$ cat src/rtl/sfp_pkg.sv
// rtl/sfp_pkg.sv - shared constants, state type and beat builders for the SFP frame packer
package sfp_pkg;

    localparam logic [15:0] HDR_MAGIC = 16'h5AA5;
    localparam logic [15:0] TRL_MAGIC = 16'hA55A;

    localparam logic [7:0] FRAME_TYPE_STATUS = 8'h01;

    localparam int HDR_MAGIC_LSB = 48;
    localparam int HDR_TYPE_LSB  = 40;
    localparam int HDR_ID_LSB    = 32;
    localparam int HDR_SEQ_LSB   = 16;
    localparam int HDR_LEN_LSB   = 0;

    localparam int TRL_MAGIC_LSB = 48;
    localparam int TRL_SEQ_LSB   = 32;
    localparam int TRL_CSUM_LSB  = 0;

    typedef enum logic [1:0] {
        IDLE = 2'd0,
        HDR  = 2'd1,
        DATA = 2'd2,
        TRL  = 2'd3
    } sfp_state_t;

    function automatic logic [63:0] make_header(
        input logic [7:0]  ftype,
        input logic [7:0]  node_id,
        input logic [15:0] seq,
        input logic [15:0] len
    );
        logic [63:0] hdr;
        hdr = '0;
        hdr[HDR_MAGIC_LSB +: 16] = HDR_MAGIC;
        hdr[HDR_TYPE_LSB  +: 8]  = ftype;
        hdr[HDR_ID_LSB    +: 8]  = node_id;
        hdr[HDR_SEQ_LSB   +: 16] = seq;
        hdr[HDR_LEN_LSB   +: 16] = len;
        return hdr;
    endfunction

    function automatic logic [63:0] make_trailer(
        input logic [15:0] seq,
        input logic [31:0] csum
    );
        logic [63:0] trl;
        trl = '0;
        trl[TRL_MAGIC_LSB +: 16] = TRL_MAGIC;
        trl[TRL_SEQ_LSB   +: 16] = seq;
        trl[TRL_CSUM_LSB  +: 32] = csum;
        return trl;
    endfunction

endpackage

$ cat src/rtl/sfp_word_snapshot.sv
// rtl/sfp_word_snapshot.sv - status word register bank with XOR checksum and beat-pair readout
module sfp_word_snapshot
    import sfp_pkg::*;
#(
    parameter int NUM_WORDS = 9,
    parameter int SEL_W     = 3
) (
    input  logic                   clk,
    input  logic                   resetn,
    input  logic                   snap,
    input  logic [NUM_WORDS*32-1:0] words,
    input  logic [SEL_W-1:0]       pair_sel,
    output logic [63:0]            pair_data,
    output logic [31:0]            checksum
);

    localparam int NB = (NUM_WORDS + 1) / 2;

    logic [NB*64-1:0] bank_q;
    logic [NB*64-1:0] bank_d;
    logic [31:0]      csum_d;

    // Pad to whole beats so an odd word count leaves the final upper half at zero.
    always_comb begin
        bank_d = '0;
        bank_d[NUM_WORDS*32-1:0] = words;
    end

    always_comb begin
        csum_d = '0;
        for (int k = 0; k < NUM_WORDS; k++) begin
            csum_d = csum_d ^ words[k*32 +: 32];
        end
    end

    always_ff @(posedge clk or negedge resetn) begin
        if (!resetn) begin
            bank_q   <= '0;
            checksum <= '0;
        end else if (snap) begin
            bank_q   <= bank_d;
            checksum <= csum_d;
        end
    end

    always_comb begin
        pair_data = '0;
        for (int j = 0; j < NB; j++) begin
            if (pair_sel == SEL_W'(j)) begin
                pair_data = bank_q[j*64 +: 64];
            end
        end
    end

endmodule

$ cat src/rtl/sfp_frame_packer.sv
// rtl/sfp_frame_packer.sv - frames a status word snapshot into a 64-bit stream packet
module sfp_frame_packer
    import sfp_pkg::*;
#(
    parameter int         NUM_WORDS  = 9,
    parameter int         ID_W       = 2,
    parameter logic [7:0] FRAME_TYPE = FRAME_TYPE_STATUS,
    parameter int         CNT_W      = 32
) (
    input  logic                    i_clk,
    input  logic                    i_rst,
    input  logic                    i_en,
    input  logic                    i_channel_up,
    input  logic [ID_W-1:0]         i_id,
    input  logic                    i_trig,
    input  logic [NUM_WORDS*32-1:0] i_words,
    output logic [63:0]             m_axis_tdata,
    output logic                    m_axis_tvalid,
    input  logic                    m_axis_tready,
    output logic                    m_axis_tlast,
    output logic                    o_busy,
    output logic [15:0]             o_seq,
    output logic [CNT_W-1:0]        o_frame_cnt,
    output logic [CNT_W-1:0]        o_overrun_cnt,
    output logic [CNT_W-1:0]        o_abort_cnt
);

    localparam int               NB        = (NUM_WORDS + 1) / 2;
    localparam int               SEL_W     = (NB > 1) ? $clog2(NB) : 1;
    localparam logic [SEL_W-1:0] LAST_BEAT = SEL_W'(NB - 1);
    localparam logic [15:0]      LEN       = 16'(NUM_WORDS);

    sfp_state_t       state;
    sfp_state_t       state_n;
    logic             pending;
    logic             pending_n;
    logic             snap;
    logic             frame_done;
    logic             overrun_evt;
    logic             abort_evt;
    logic             beat_inc;
    logic             accept;
    logic             trl_accept;
    logic [SEL_W-1:0] beat_idx;
    logic [15:0]      seq_q;
    logic [7:0]       id_q;
    logic [63:0]      pair_data;
    logic [31:0]      checksum;

    assign m_axis_tvalid = (state != IDLE);
    assign o_busy        = (state != IDLE);
    assign o_seq         = seq_q;
    assign accept        = m_axis_tvalid && m_axis_tready;
    assign trl_accept    = (state == TRL) && accept;

    sfp_word_snapshot #(
        .NUM_WORDS (NUM_WORDS),
        .SEL_W     (SEL_W)
    ) u_snapshot (
        .clk       (i_clk),
        .resetn    (i_rst),
        .snap      (snap),
        .words     (i_words),
        .pair_sel  (beat_idx),
        .pair_data (pair_data),
        .checksum  (checksum)
    );

    always_ff @(posedge i_clk or negedge i_rst) begin
        if (!i_rst) begin
            state <= IDLE;
        end else begin
            state <= state_n;
        end
    end

    always_comb begin
        state_n     = state;
        pending_n   = pending;
        snap        = 1'b0;
        frame_done  = 1'b0;
        overrun_evt = 1'b0;
        abort_evt   = 1'b0;
        beat_inc    = 1'b0;

        case (state)
            IDLE: begin
                if (i_trig && i_en && i_channel_up) begin
                    snap    = 1'b1;
                    state_n = HDR;
                end
            end
            HDR: begin
                if (accept) begin
                    state_n = DATA;
                end
            end
            DATA: begin
                if (accept) begin
                    if (beat_idx == LAST_BEAT) begin
                        state_n = TRL;
                    end else begin
                        beat_inc = 1'b1;
                    end
                end
            end
            TRL: begin
                if (accept) begin
                    frame_done = 1'b1;
                    if (pending || i_trig) begin
                        snap    = 1'b1;
                        state_n = HDR;
                    end else begin
                        state_n = IDLE;
                    end
                end
            end
            default: state_n = IDLE;
        endcase

        // A trigger landing on trailer acceptance is folded into the restart, never an overrun.
        if (trl_accept) begin
            pending_n = pending && i_trig;
        end else if ((state != IDLE) && i_trig) begin
            if (pending) begin
                overrun_evt = 1'b1;
            end else begin
                pending_n = 1'b1;
            end
        end

        if ((state != IDLE) && (!i_en || !i_channel_up)) begin
            state_n     = IDLE;
            pending_n   = 1'b0;
            snap        = 1'b0;
            frame_done  = 1'b0;
            overrun_evt = 1'b0;
            beat_inc    = 1'b0;
            abort_evt   = 1'b1;
        end
    end

    always_ff @(posedge i_clk or negedge i_rst) begin
        if (!i_rst) begin
            pending       <= 1'b0;
            beat_idx      <= '0;
            seq_q         <= '0;
            id_q          <= '0;
            o_frame_cnt   <= '0;
            o_overrun_cnt <= '0;
            o_abort_cnt   <= '0;
        end else begin
            pending <= pending_n;
            if (snap) begin
                beat_idx <= '0;
                id_q     <= 8'(i_id);
            end else if (beat_inc) begin
                beat_idx <= beat_idx + SEL_W'(1);
            end
            if (frame_done) begin
                seq_q <= seq_q + 16'd1;
                if (o_frame_cnt != '1) begin
                    o_frame_cnt <= o_frame_cnt + CNT_W'(1);
                end
            end
            if (overrun_evt && (o_overrun_cnt != '1)) begin
                o_overrun_cnt <= o_overrun_cnt + CNT_W'(1);
            end
            if (abort_evt && (o_abort_cnt != '1)) begin
                o_abort_cnt <= o_abort_cnt + CNT_W'(1);
            end
        end
    end

    always_comb begin
        m_axis_tdata = '0;
        m_axis_tlast = 1'b0;
        case (state)
            HDR:  m_axis_tdata = make_header(FRAME_TYPE, id_q, seq_q, LEN);
            DATA: m_axis_tdata = pair_data;
            TRL: begin
                m_axis_tdata = make_trailer(seq_q, checksum);
                m_axis_tlast = 1'b1;
            end
            default: m_axis_tdata = '0;
        endcase
    end

endmodule

$ cat config.mk
export PLATFORM = sky130hd
export DESIGN_NAME = sfp_frame_packer
export DESIGN_NICKNAME = d
export VERILOG_FILES = /design/src/rtl/sfp_pkg.sv /design/src/rtl/sfp_word_snapshot.sv /design/src/rtl/sfp_frame_packer.sv
export SDC_FILE = /design/constraint.sdc
export NUM_CORES = 1
export LEC_CHECK = 0
export CORE_ASPECT_RATIO = 1.5
export CORE_MARGIN = 4
export CORE_UTILIZATION = 52
export CTS_CLUSTER_DIAMETER = 100
export DETAILED_ROUTE_END_ITERATION = 6
export GPL_TIMING_DRIVEN = 0
export PLACE_DENSITY = 0.81
export RECOVER_POWER = 100
export SLEW_MARGIN = 30
export SYNTH_ARGS = -nofsm -noshare
export SYNTH_HDL_FRONTEND = slang
export SYNTH_SLANG_ARGS = --single-unit
$ cat constraint.sdc
create_clock -name i_clk -period 3.11 [get_ports i_clk]
set_input_delay 0.933 -clock i_clk [delete_from_list [all_inputs] [get_ports i_clk]]
set_output_delay 0.933 -clock i_clk [all_outputs]
set_load 0.02 [all_outputs]
# == Yosys cells after proc, flatten, opt, wreduce, memory -nomap -nowiden ==
# Cells that the tools add are included.
# word_totals
in_bits,296
ff_bits,440
output_inout_bits,179
# op_classes
n_eq_ne,15
bitwise,8
n_mux,37
n_reduce_logical,20
add_sub_neg,5
# op_table
op,n
$mux 64,5
$xor 32x32->32,8
$pmux 64 s3,1
$add 32x1->32 const B,3
$ne 32x32->1 const B,3
$mux 1,21
$add 16x1->16 const B,1
$mux 2,6
$ne 3x3->1 const B,4
$logic_and 1x1->1,9
$pmux 2 s4,1
$eq 3x2->1 const B,2
$mux 3,2
$reduce_and 5->1,1
$eq 2x2->1 const B,2
$reduce_bool 2->1,2
$add 3x1->3 const B,1
$eq 3x1->1 const B,1
$eq 3x3->1 const B,1
$logic_not 3->1,1
$ne 3x2->1 const B,1
$reduce_bool 3->1,1
$eq 2x1->1 const B,1
$logic_not 1->1,2
other kinds (4),5

# == Logic depth before layout (Yosys ltp) ==
# logic_depth
word_depth,8
depth_mapped,11

# == Modules after synthesis ==
# A second synthesis with hierarchy kept.
# hier_totals
cells_unflattened,1813
hier_area_um2,23157.2
# modules_own_cells
mod,n_inst,area_each_um2,seq_area_each_um2,cells_each
sfp_word_snapshot,1,16412.0,8007.7,1117
sfp_frame_packer,1,6745.2,3002.9,696

# == Worst setup path before layout ==
# Ideal clock, no wire load.
# synth_timing
path_kind,reg-to-output
startpoint,register state[1]
endpoint,output port m_axis_tdata[22]
setup_slack_ns,-0.218
arrival_time_ns,2.395
stages_incl_launch_ff,11
path_cell_list,dfrtp_1 > clkbuf_1 > inv_1 > ha_1 > clkbuf_1 > clkinv_1 > nand3_1 > nor2_1 > clkbuf_1 > a222oi_1 > o21ai_0
# synth_via
elab_chain_cells,2
elab_cells_between_ends,4
cone_classes,eq/ne (3); mux (1)
# synth_rtl
element,line_no,text
"start, declared",sfp_frame_packer.sv:33,sfp_state_t state;
"start signal, assigned",sfp_frame_packer.sv:73,state <= state_n;
$eq 2x2->1 or $eq 2x1->1 (tied branches),sfp_frame_packer.sv:178,case (state)
$pmux 64 s3 *,sfp_frame_packer.sv:178,
"end, declared",sfp_frame_packer.sv:17,"output logic [63:0] m_axis_tdata,"
# Every way passes the cells marked *; elsewhere a longest branch is shown, timed or not.

# == Worst setup path in the final report ==
# layout_timing
startpoint,register beat_idx[0]
endpoint,output port m_axis_tdata[30]
# layout_via
elab_chain_cells,7
elab_cells_between_ends,11
cone_classes,eq/ne (4); mux (6); reduce/logical (1)
# layout_rtl
element,line_no,text
"start, declared",sfp_frame_packer.sv:44,logic [SEL_W-1:0] beat_idx;
"start signal, assigned",sfp_frame_packer.sv:158,beat_idx <= beat_idx + SEL_W'(1);
$logic_not 3->1,sfp_word_snapshot.sv:49,if (pair_sel == SEL_W'(j)) begin
$mux 64 (4 in series),sfp_word_snapshot.sv:49,
$mux 64 *,sfp_word_snapshot.sv:49,
$pmux 64 s3 *,sfp_frame_packer.sv:178,
# Marks and branches as above.

==> summary.txt <==
Run status
  – Status: finished with violations
  – Failing checks: design-rule violations, negative setup slack

Synthesis
  – Mapped cell area: 0.0224 mm2
  – Post-synth top area share: 49.1%
  – Register area share after synthesis: a little under 50%
  – Syn Inst Count: 1896
  – Cell taking the most area after synthesis: dfrtp_1
  – Largest family of logic cells by synthesized area: multiplexers
  – XOR/XNOR Fraction of Synth Area: 14.1%
  – Yosys reg bits: 440
  – Average cell area after synthesis: 11.8 um2
  – Synth Area in Compound Gates: 9.14%
  – Mux share of post-synthesis cell area: roughly 16%
  – Syn Nets: 2205
  – EDFF count, synth: 0
  – Top_reg_cell synth: dfrtp_1
  – Adder-cell area share of the yosys netlist: 0.726%
  – Largest cells by area after synthesis: dfrtp_1 (49%), mux2_2 (16%), xnor2_1 (10%)
  – Distinct cells, synth: 59
  – Share of synthesized flip-flops with an asynchronous set or reset: 100%
  – Yosys warning count: 0
  – Simple-gate share of the synthesized area: just over 8%

Critical path
  – R2R setup slack: -0.32 ns
  – Worst Path Arrival: 2.85 ns
  – Crit end category: output port
  – RR Endpoint: u_snapshot.checksum[14]$_DFFE_PN0P_
  – CP Class: flip-flop to output port
  – Worst r2r path cells: 12
  – Crit path launch: beat_idx[0]$_DFFE_PN0P_
  – Critical Path RT: between 2 and 2.5 ns
  – Reg-to-Reg Start: state[1]$_DFFE_PN0P_
  – Crit start category: flip-flop
  – Critical path peak fanout: 4
  – CP endpoint: m_axis_tdata[30]

Clocking
  – # clock sinks: 440
  – Clk slew on worst S/H paths: 0.07 ns
  – CTS Buf Count: 44
  – Root Driver: clkbuf_16
  – Worst-case clock buffer depth: 3
  – Clk Latency, worst-skew pair: 0.58 ns
  – TritonCTS clock tree: done
  – CTS hold repair buffers: 0
  – H-tree lvl count: 2

Floorplanning
  – IO Count: around 480
  – Core Area: 0.0424 mm2
  – Die width: 178 um
  – Starting Density: 52.9%
  – Die ar.: 0.0466 mm2
  – Cell row count: just over 90
  – Die H: 262 um

Placement
  – Placed cell areas: 0.0281 mm2
  – Hpwl dp: just over 60000 um
  – Placed cell count: 2940
  – RD Place Congestion: 0.940
  – IO Port Bufs: 474

Flow run
  – Max Cap Violations: 0

Detailed routing
  – Routed Antenna Nets: 0
  – Final wirelength: 92100 um
  – Vias: 19800
  – DRC: 19
  – Vias/cell: about 6.4
  – Initial DRC Count: about 2400
  – DR pass1 iterations: 7
  – WL per Instance: 29.7 um

Layout
  – Fill count: 2747
  – NumNets Final: 2797
  – Commonest cells after routing, fill and taps aside: dfrtp_1 (438), mux2_2 (326), clkdlybuf4s50_1 (306)
  – Footprint of the multi-input gates: between 0.01 and 0.015 mm2
  – Commonest non-fill, non-tap cell in the layout: dfrtp_1
  – Fin util: 74.8%
  – Area grow syn2layout: 41.4%
  – Finished Layout Cells: 3100
  – Layout cells sized above 1: 29.9%
  – Final instance area: 0.0317 mm2
  – Storage cell area: 0.0110 mm2

Worst hold path
  – Worst min path class: input port to async pin

Global routing
  – Pin count of the biggest net entering global routing: 85
  – Vias in the first global route: 20600
  – Grt ovf: 0
  – GR Util All Layers: 37.2%
  – Antenna violations before repair: 19
  – First-pass GRT wire length: between 100000 and 150000 um

Timing
  – Fmax: between 0.2 and 0.3 GHz
  – RSZ-0062 raised after global routing: true
  – Slew HR: 20.4%
  – Hold_ws: 0.479 ns
  – Final Hold Fails: 0
  – Fin. max-slew vios: 0
  – Final setup margin: -0.676 ns
  – Period minus WS final: between 3 and 4 ns
  – Setup TNS Final: -48.76 ns
  – Fin crit share: 122%
  – Worst Clk Skew: 0.0237 ns
  – Slew @ Worst Pin: 1.19 ns
  – Final Setup Violations: around 170

Power and ir drop
  – Max IR drop VDD: 0.762 mV
  – LEAKAGE: 0.0133 uW
  – Pwr dens: between 800 and 900 mW/mm2
[what timing repair did]
action | in CTS | in global routing
setup endpoints to repair | 332 | 264
pin swaps | 68 | 79
gates resized for setup | 669 | 139
hold endpoints to repair | 0 | 0
cloned | 8 | 3
setup buffers | 38 | 26
[cells by family after synthesis]
| kind of cell | count (synthesis) |
|---|---|
| flops | 440 |
| xor+xnor | 361 |
| simple gates | 360 |
| mux | 327 |
| compound gates | 268 |
| buf+inv | 127 |
| fa+ha+maj | 13 |
[worst min path at each step]
stage | startpoint | endpoint | slack [ns] | depth (start not counted)
global placement | o_frame_cnt[22]$_DFFE_PN0P_ | o_frame_cnt[22]$_DFFE_PN0P_ | 0.48 | 1
floorplan | u_snapshot.bank_q[128]$_DFFE_PN0P_ | u_snapshot.bank_q[128]$_DFFE_PN0P_ | 0.48 | 1
finish | i_rst | o_frame_cnt[1]$_DFFE_PN0P_ | 0.48 | 1
detailed placement | o_frame_cnt[10]$_DFFE_PN0P_ | o_frame_cnt[10]$_DFFE_PN0P_ | 0.49 | 1
global route | u_snapshot.bank_q[178]$_DFFE_PN0P_ | u_snapshot.bank_q[178]$_DFFE_PN0P_ | 0.52 | 1
CTS | i_rst | o_frame_cnt[7]$_DFFE_PN0P_ | 0.17 | 1
[cell usage after synthesis (37+ instances only)]
cell type  instances
dfrtp_1          440
mux2_2           326
xnor2_1          260
xor2_1           101
nor2_1            88
nand2_1           84
clkbuf_1          65
o21ai_0           49
a221oi_1          45
nand4_1           44
nand3_1           43
a221o_1           40
buf_2             37
[metal layers]
| metal | track usage, % | share of wire, % |
|---|---|---|
| met1 | 42.2 | 33 |
| met2 | 60.8 | 47 |
| met3 | 10.1 | 11 |
| met4 | 25.4 | 9.0 |
| met5 | 0 | 0.075 |
[sequential cells by signal (all words and copies together) (netlist names)]
signal               count
beat_idx                 3
id_q                     2
o_abort_cnt             32
o_frame_cnt             32
o_overrun_cnt           32
o_seq                   16
pending                  1
state                    2
u_snapshot.bank_q      288
u_snapshot.checksum     32
[critical path, cell delays in order (launching register included)]
cell,delay [ns]
dfrtp_2,0.45
inv_4,0.10
ha_1,0.19
nor2b_4,0.21
buf_4,0.22
buf_4,0.15
a221oi_2,0.04
o311ai_1,0.30
o211ai_1,0.18
a21oi_2,0.27
buf_4,0.19
[final cells by class]
cell class,count,area share (%)
clock buffers,61,4.03
diodes,16,0.126
flip-flops and latches,440,34.8
plain buffers,104,3.32
clock inverters,17,0.576
inverters,18,0.276
repair buffers,551,17.8
well taps,564,2.23
multi-input cells,1329,36.9
[stage by stage]
step	setup WS (ns)	power [uW]
finish	-0.676	27700
global route	-0.747	28500
CTS	-0.601	26000
detailed placement	-1.58	18100
global placement	-17.99	17800
floorplan	-0.0630	14400
[power by group]
| group | total [uW] | internal (uW) | switching (uW) |
|---|---|---|---|
| sequential | 9510 | 7880 | 1630 |
| combinational | 12700 | 6450 | 6240 |
| clock | 5510 | 3120 | 2390 |
| total | 27700 | 17500 | 10300 |
(Power assumes the default switching activity.)
